### config.mk
export PLATFORM = sky130hd
export DESIGN_NAME = breakout_game_ctrl
export DESIGN_NICKNAME = d
export VERILOG_FILES = /design/src/rtl/breakout_pkg.sv /design/src/rtl/breakout_game_ctrl_edge_pulse.sv /design/src/rtl/breakout_game_ctrl.sv
export SDC_FILE = /design/constraint.sdc
export NUM_CORES = 1
export LEC_CHECK = 0
export CAP_MARGIN = 5
export CORE_ASPECT_RATIO = 0.75
export CORE_UTILIZATION = 45
export CTS_BUF_LIST = sky130_fd_sc_hd__clkbuf_8
export DETAILED_ROUTE_END_ITERATION = 16
export PLACE_DENSITY = 0.9
export SETUP_SLACK_MARGIN = 0.3
export SLEW_MARGIN = 15
export SYNTH_ARGS = -nofsm -noshare
export SYNTH_HDL_FRONTEND = slang
export SYNTH_HIERARCHICAL = 1
export SYNTH_SLANG_ARGS = --single-unit
export TNS_END_PERCENT = 50
### constraint.sdc
create_clock -name clk -period 2.2 [get_ports clk]
set_input_delay 0.55 -clock clk [delete_from_list [all_inputs] [get_ports clk]]
set_output_delay 0.55 -clock clk [all_outputs]
set_load 0.02 [all_outputs]
### src/rtl/breakout_pkg.sv
// Shared definitions for the breakout game datapath, sequencer and HUD.
package breakout_pkg;

   localparam int BRICK_ROWS_DEF = 5;
   localparam int BRICK_COLS_DEF = 10;
   localparam int NUM_BRICKS     = BRICK_ROWS_DEF * BRICK_COLS_DEF;

   localparam int LIVES_W = 3;
   localparam int LEVEL_W = 4;

   localparam logic [LEVEL_W-1:0] LEVEL_MAX = 4'd15;

   typedef enum logic [2:0] {
      ST_IDLE      = 3'd0,
      ST_SERVE     = 3'd1,
      ST_PLAY      = 3'd2,
      ST_LOSE      = 3'd3,
      ST_LEVEL_UP  = 3'd4,
      ST_GAME_OVER = 3'd5
   } game_state_t;

endpackage

### src/rtl/breakout_game_ctrl_edge_pulse.sv
// Rising-edge detector: compares a level input against its registered copy,
// so a held level yields a single high cycle.
module edge_pulse (
   input  logic clk,
   input  logic rst_n,
   input  logic i_level,
   output logic o_rise
);

   logic r_level_q;

   // Delayed copy of the level input
   always_ff @(posedge clk or negedge rst_n) begin
      if (!rst_n) r_level_q <= 1'b0;
      else        r_level_q <= i_level;
   end

   assign o_rise = i_level & ~r_level_q;

endmodule

### src/rtl/breakout_game_ctrl.sv
// Breakout game sequencer: serve timing, ball gating, brick reload,
// score / lives / level bookkeeping.
//
// state      | meaning
// -----------+--------------------------------------------------------
// IDLE       | power-up, waiting for start
// SERVE      | ball held on paddle, counting frame ticks before launch
// PLAY       | ball moving, scoring hits, watching for clear / loss
// LOSE       | one cycle: take a life, re-serve or end the game
// LEVEL_UP   | one cycle: bump level, reload bricks, re-serve
// GAME_OVER  | final score shown, waiting for start
module breakout_game_ctrl
   import breakout_pkg::*;
#(
   parameter int BRICK_ROWS         = BRICK_ROWS_DEF,
   parameter int BRICK_COLS         = BRICK_COLS_DEF,
   parameter int START_LIVES        = 3,
   parameter int SERVE_DELAY_FRAMES = 60,
   parameter int SCORE_WIDTH        = 14
) (
   input  logic                             clk,
   input  logic                             rst_n,
   input  logic                             i_frame_tick,
   input  logic                             i_start_btn,
   input  logic                             i_brick_hit,
   input  logic [BRICK_ROWS*BRICK_COLS-1:0] i_brick_state,
   input  logic                             i_ball_lost,
   output logic                             o_ball_enable,
   output logic                             o_ball_reset,
   output logic                             o_brick_reload,
   output logic [SCORE_WIDTH-1:0]           o_score,
   output logic [LIVES_W-1:0]               o_lives,
   output logic [LEVEL_W-1:0]               o_level,
   output logic                             o_game_over,
   output logic [2:0]                       o_state
);

   localparam int CNT_W = (SERVE_DELAY_FRAMES > 1) ? $clog2(SERVE_DELAY_FRAMES) : 1;
   localparam logic [CNT_W-1:0] SERVE_LAST = CNT_W'(SERVE_DELAY_FRAMES - 1);

   game_state_t            r_state;
   logic [CNT_W-1:0]       r_serve_cnt;
   logic [SCORE_WIDTH-1:0] r_score;
   logic [LIVES_W-1:0]     r_lives;
   logic [LEVEL_W-1:0]     r_level;
   logic                   r_ball_enable;
   logic                   r_ball_reset;
   logic                   r_brick_reload;
   logic                   r_game_over;
   logic                   w_start;

   edge_pulse u_start_edge (
      .clk     (clk),
      .rst_n   (rst_n),
      .i_level (i_start_btn),
      .o_rise  (w_start)
   );

   // Game FSM with its counters and registered outputs
   always_ff @(posedge clk or negedge rst_n) begin
      if (!rst_n) begin
         r_state        <= ST_IDLE;
         r_serve_cnt    <= '0;
         r_score        <= '0;
         r_lives        <= '0;
         r_level        <= '0;
         r_ball_enable  <= 1'b0;
         r_ball_reset   <= 1'b0;
         r_brick_reload <= 1'b0;
         r_game_over    <= 1'b0;
      end else begin
         r_ball_reset   <= 1'b0;
         r_brick_reload <= 1'b0;
         case (r_state)
            ST_IDLE, ST_GAME_OVER: begin
               r_ball_enable <= 1'b0;
               if (w_start) begin
                  r_score        <= '0;
                  r_lives        <= LIVES_W'(START_LIVES);
                  r_level        <= LEVEL_W'(1);
                  r_brick_reload <= 1'b1;
                  r_ball_reset   <= 1'b1;
                  r_serve_cnt    <= '0;
                  r_game_over    <= 1'b0;
                  r_state        <= ST_SERVE;
               end
            end
            ST_SERVE: begin
               r_ball_enable <= 1'b0;
               if (i_frame_tick) begin
                  if (r_serve_cnt == SERVE_LAST) begin
                     r_ball_enable <= 1'b1;
                     r_state       <= ST_PLAY;
                  end else begin
                     r_serve_cnt <= r_serve_cnt + 1'b1;
                  end
               end
            end
            ST_PLAY: begin
               if (i_brick_hit && (r_score != {SCORE_WIDTH{1'b1}}))
                  r_score <= r_score + 1'b1;
               // A cleared field outranks a lost ball in the same cycle
               if (i_brick_state == '0) begin
                  r_ball_enable <= 1'b0;
                  r_state       <= ST_LEVEL_UP;
               end else if (i_ball_lost) begin
                  r_ball_enable <= 1'b0;
                  r_state       <= ST_LOSE;
               end
            end
            ST_LOSE: begin
               r_ball_enable <= 1'b0;
               if (r_lives > LIVES_W'(1)) begin
                  r_lives      <= r_lives - 1'b1;
                  r_ball_reset <= 1'b1;
                  r_serve_cnt  <= '0;
                  r_state      <= ST_SERVE;
               end else begin
                  r_lives     <= '0;
                  r_game_over <= 1'b1;
                  r_state     <= ST_GAME_OVER;
               end
            end
            ST_LEVEL_UP: begin
               r_ball_enable <= 1'b0;
               if (r_level != LEVEL_MAX) r_level <= r_level + 1'b1;
               r_brick_reload <= 1'b1;
               r_ball_reset   <= 1'b1;
               r_serve_cnt    <= '0;
               r_state        <= ST_SERVE;
            end
            default: begin
               r_state        <= ST_IDLE;
               r_serve_cnt    <= '0;
               r_score        <= '0;
               r_lives        <= '0;
               r_level        <= '0;
               r_ball_enable  <= 1'b0;
               r_ball_reset   <= 1'b0;
               r_brick_reload <= 1'b0;
               r_game_over    <= 1'b0;
            end
         endcase
      end
   end

   assign o_ball_enable  = r_ball_enable;
   assign o_ball_reset   = r_ball_reset;
   assign o_brick_reload = r_brick_reload;
   assign o_score        = r_score;
   assign o_lives        = r_lives;
   assign o_level        = r_level;
   assign o_game_over    = r_game_over;
   assign o_state        = r_state;

endmodule

Word-level counts from Yosys, hierarchy flattened
Cells that the tools add are included.
- add/sub/neg operators: 4
- $lt $le $gt $ge: 1
- equality and inequality tests: 17
- muxes and demuxes: 33
- bitwise operators: 6
- reductions and logical operators: 13
- operators with widths (cell ; count):
    logical NOT 50 bit ; 1
    one-hot mux 14 bit (3 select lines) ; 1
    two-way mux 14 bit ; 2
    two-way mux 3 bit ; 8
    two-way mux 6 bit ; 4
    one-hot mux 6 bit (4 select lines) ; 1
    one-hot mux 3 bit (5 select lines) ; 1
    adder 14 x 1 -> 14 bit, second input constant ; 1
    inequality test 14 bit, second input constant ; 1
    inequality test 2 bit, second input constant ; 7
    one-hot mux 4 bit (3 select lines) ; 1
    one-hot mux 3 bit (3 select lines) ; 1
    AND reduction 3 bit ; 3
    OR reduction 3 bit ; 3
    two-way mux 1 bit ; 8
    two-way mux 4 bit ; 2
    adder 6 x 1 -> 6 bit, second input constant ; 1
    equality test 3 x 2 -> 1 bit, second input constant ; 2
    equality test 3 bit, second input constant ; 2
    equality test 6 bit, second input constant ; 1
    one-hot mux 1 bit (3 select lines) ; 2
    NOT 1 bit ; 5
    AND reduction 5 bit ; 1
    adder 4 x 1 -> 4 bit, second input constant ; 1
    other kinds (13) ; 14
- register bits: 35
- bits of input ports: 56
- output and inout port bits: 28
- word-level logic and storage cells: 84

Logic depth before layout (Yosys ltp)
- depth after elaboration: 4
- gate-level depth with buffers: 7
- gate-level depth less buffers: 6

Hierarchy
Netlist, hierarchy kept.
- modules (own cells, without submodules) (module ; instances ; cells an instance ; area an instance (um^2) ; sequential area each (um^2)):
    breakout_game_ctrl ; 1 ; 240 ; 2095.8 ; 850.8
    edge_pulse ; 1 ; 2 ; 38.8 ; 25.0

Worst setup path before layout
Ideal clock, no wire load.
- kind: input to register
- from: input i_start_btn
- to: register r_level[0] (netlist: o_level[0])
- setup time: 125 ps
- arrival: 1679 ps
- data required time: 2075 ps
- slack: 396 ps
- cell stages on the path: 6
- path buffers: 1
- cell sequence: nor2b_4 > buf_2 > nor3b_1 > a21oi_1 > o21ai_0 > mux2_2
- word-level cells in the longest chain between the ends: 3
- ends and longest elaborated chain (what ; RTL line ; text):
    from (decl) ; breakout_game_ctrl.sv:24 ; input logic i_start_btn,
    AND 1 bit ; breakout_game_ctrl_edge_pulse.sv:18 ; assign o_rise = i_level & ~r_level_q;
    inequality test 2 x 1 -> 1 bit (no line) ; n/a ;
    AND reduction 3 bit (no line) ; n/a ;
    to (signal assigned) ; breakout_game_ctrl.sv:126 ; if (r_level != LEVEL_MAX) r_level <= r_level + 1'b1;
    to (decl) ; breakout_game_ctrl.sv:45 ; logic [LEVEL_W-1:0] r_level;
No other way between the ends.
A chain may end at the register's enable or synchronous reset.

Worst setup path after layout
- from: register r_score[9] (netlist: o_score[9])
- to: output o_score[9]
- RTL lines (what ; RTL line ; text):
    from (decl) ; breakout_game_ctrl.sv:43 ; logic [SCORE_WIDTH-1:0] r_score;
    from (signal assigned) ; breakout_game_ctrl.sv:101 ; r_score <= r_score + 1'b1;
    to (decl) ; breakout_game_ctrl.sv:31 ; output logic [SCORE_WIDTH-1:0] o_score,
No word-level cell between the ends.

==> out/results.tsv <==
metric	value	unit
outcome	finished clean	
Hold Crit Depth	2	
endpoints failing hold	0	
die width	81.5	um
leakage	1.46	nW
worst r2r src	o_state[0]$_DFFE_PN0P_	
TritonRoute pass-1 iters	5	
post-synthesis cell type count	48	
CP top delay family	buffers and inverters	
Worst Hold Path EP	o_game_over$_DFFE_PN0P_	
core outline area	4520	um^2
number of port buffers	83	
post-synthesis adder-cell area fraction	2.93	%
area grow syn2layout	57.2	%
Worst-Skew Late Latency	0.28	ns
Hold WC Path Type	register to register	
Fmax	0.512	GHz
total number of vias	2373	
Root Buffer	clkbuf_8	
post-route minimum period	1.95	ns
fin cells	397	
Simple-Gate Fraction of Synth Area	28.4	%
final wirelength	6560	um
max incr delay on CP	0.65	ns
RR Endpoint	o_score[11]$_DFFE_PN0P_	
RSZ-0062 raised after global routing	yes	
startpoint types	register	
critical path class	register to output port	
Syn. warnings	6	
Layout Nets	400	
DRC errors left	0	
Slew Limit Headroom	69.9	%
drt wl/cell	16.5	um
Synth Area in Compound Gates	21.5	%
Max Root-Sink Buffers	2	
Yosys reg bits	35	
XOR/XNOR share of the synthesized area	0.410	%
ranking of synthesized cells by area	dfrtp_1 (41%), o21ai_0 (4.9%), nor4_1 (4.4%), nand2_1 (3.9%), nand3_1 (3.3%)	
largest net degree at the start of global routing	36	
Avg Inst Size Synth	8.82	um^2
Critical Path Slowest Stage Cell	clkdlybuf4s50_1	
CP bufs+invs	1	
DP HPWL	4610	um
Critical Path End Type	output port	
Routed Antenna Nets	0	
Setup TNS Final	0	ns
post-DR vias/cell	5.98	
post-synthesis mux area share	1.99	%
top-count cell post-synth	dfrtp_1	
synth cell count leaders	dfrtp_1 (35), nand2_1 (22), o21ai_0 (21), nor2_1 (18), nor4_1 (15)	
Yosys top cell by area	dfrtp_1	
final setup violation count	0	
CTS tree	yes	
# clock sinks	35	
Pwr Density	585	nW/um^2
syn nets	303	
vias in the first global route	2217	
Layout fillers	307	
clk slew on worst S/H paths	0.08	ns
remaining global-route overflow	0	
async set or reset register ratio after synthesis	100	%
H-tree depth	2	
Peak VDD IR	0.567	mV
layout cells sized above 1	16.8	%
routability cong.	0.818	
dominant synthesized flop cell	dfrtp_1	
Placed Cells incl. Taps	387	
die span in y	61.6	um
largest family of logic cells by synthesized area	simple AND/OR/NAND/NOR gates	
register area share after synthesis	41.0	%
synthesized instance count	242	
Initial Util	47.2	%
Worst R2R Setup Slack	0.31	ns
Max-Cap Viols	0	
worst-margin pin slew	0.451	ns
hold buffer count at CTS	0	
WP data required	1.65	ns
worst r2r path cells	5	
antenna cells	0	
number of synthesized flops with an enable pin	0	
Die ar.	5030	um^2
area share of the largest cell type after synthesis	41.0	%
DRT iter0 DRCs	190	
antenna violations before repair	0	
Final period util	88.7	%
Max Clock Skew	0.00815	ns
Synth Cell Area	2130	um^2
first-pass GRT wire length	10100	um
gr usage total	26.7	%
floorplan row count	21	
crit path cell chain	clkdlybuf4s50_1	
io pins	84	
Slew Limit Fails	0	
Arrival @ worst endpoint	1.40	ns
Worst Path Max Fanout	7	
hold path start	o_game_over$_DFFE_PN0P_	
cts bufs inserted	5	
-- metrics by stage --
step	area (um^2)	total power, mW	setup slack [ns]	util [%]	hold slack (ns)
floorplan	2130	1.09	0.396	-	0.254
global placement	3080	1.32	0.00637	68.2	0.470
detailed placement	3080	1.35	-0.0391	68.2	0.482
CTS	3210	1.95	0.245	71.1	0.494
global route	3360	2.06	0.206	74.3	0.523
finish	3360	1.96	0.248	74.3	0.500
-- area by class of cell --
type / count / area [um^2] / share of cell area (%)
clock buffers: 6 / 82.6 / 2.46
multi-input cells: 193 / 1310 / 39.0
well taps: 57 / 71.3 / 2.13
clock inverters: 2 / 35.0 / 1.04
flip-flops and latches: 35 / 877 / 26.1
repair buffers: 98 / 958 / 28.6
inverters: 6 / 22.5 / 0.671
-- report_power, final --
group          internal (mW)  switching (mW)  leakage (nW)
clock                  0.367           0.238        0.0612
sequential             0.728           0.107         0.447
combinational          0.274           0.249         0.951
-- registers in the layout, indices dropped and copies added (netlist names) --
signal,flops
o_score,14
r_serve_cnt,6
o_level,4
o_lives,3
o_state,3
o_ball_enable,1
o_ball_reset,1
o_brick_reload,1
o_game_over,1
u_start_edge/r_level_q,1
-- cells in the final DEF, fill, tap and decap left out, types with 3 or more instances in the layout --
cell type        instances
a21oi_1                 10
o21ai_0                 17
nand3_1                 14
ha_1                     5
nand4_1                  5
dlymetal6s2s_1           8
dfrtp_1                 34
buf_4                   15
nor4_2                  11
nand2b_1                 8
and3_1                   5
clkbuf_8                 6
inv_1                    6
o21ai_1                 12
o31ai_1                  6
and2_1                   3
nor2_1                  17
nor4_1                   3
nand2_1                 21
dlygate4sd2_1            4
a31oi_1                 10
clkdlybuf4s50_1         71
-- worst max path at each step --
stage / to / slack, ns / cells past startpoint / startpoint
floorplan: o_level[0]$_DFFE_PN0P_ / 0.40 / 6 / i_start_btn
global placement: o_state[1]$_DFFE_PN0P_ / 0.006 / 7 / i_brick_state[43]
detailed placement: o_score[11]$_DFFE_PN0P_ / -0.04 / 7 / i_start_btn
CTS: o_state[0] / 0.24 / 1 / o_state[0]$_DFFE_PN0P_
global route: o_score[9] / 0.21 / 1 / o_score[9]$_DFFE_PN0P_
finish: o_score[9] / 0.25 / 1 / o_score[9]$_DFFE_PN0P_
-- cell families after synthesis --
logic type | after synthesis
multiplexers | 4
AO/OA/AOI/OAI | 74
XOR/XNOR | 1
buffers and inverters | 15
flip-flops | 35
adder cells (fa/ha/maj) | 5
AND/OR/NAND/NOR | 108
-- layer usage --
metal	vias to the layer above	part of all wire [%]	wire length, um	GRT usage [%]
li1	1109	-	-	-
met1	1158	45	2950	34.7
met2	94	49	3210	44.6
met3	12	4.9	320	6.37
met4	0	1.3	84	8.16
met5	-	0	0	0
-- repair_timing --
| item | in CTS | in global routing |
|---|---|---|
| pin swaps | 2 | 7 |
| setup buffers | 0 | 1 |
| endpoints found under the setup margin | 18 | 45 |
| resized for setup | 7 | 32 |
| gates cloned | 1 | 0 |
-- worst min-delay path, stage by stage (launching register included) --
cell and delay (ns):
dfrtp_1 0.35, a31oi_1 0.04, nor2_1 0.07
No activity file was read; power rests on OpenSTA's default activity.
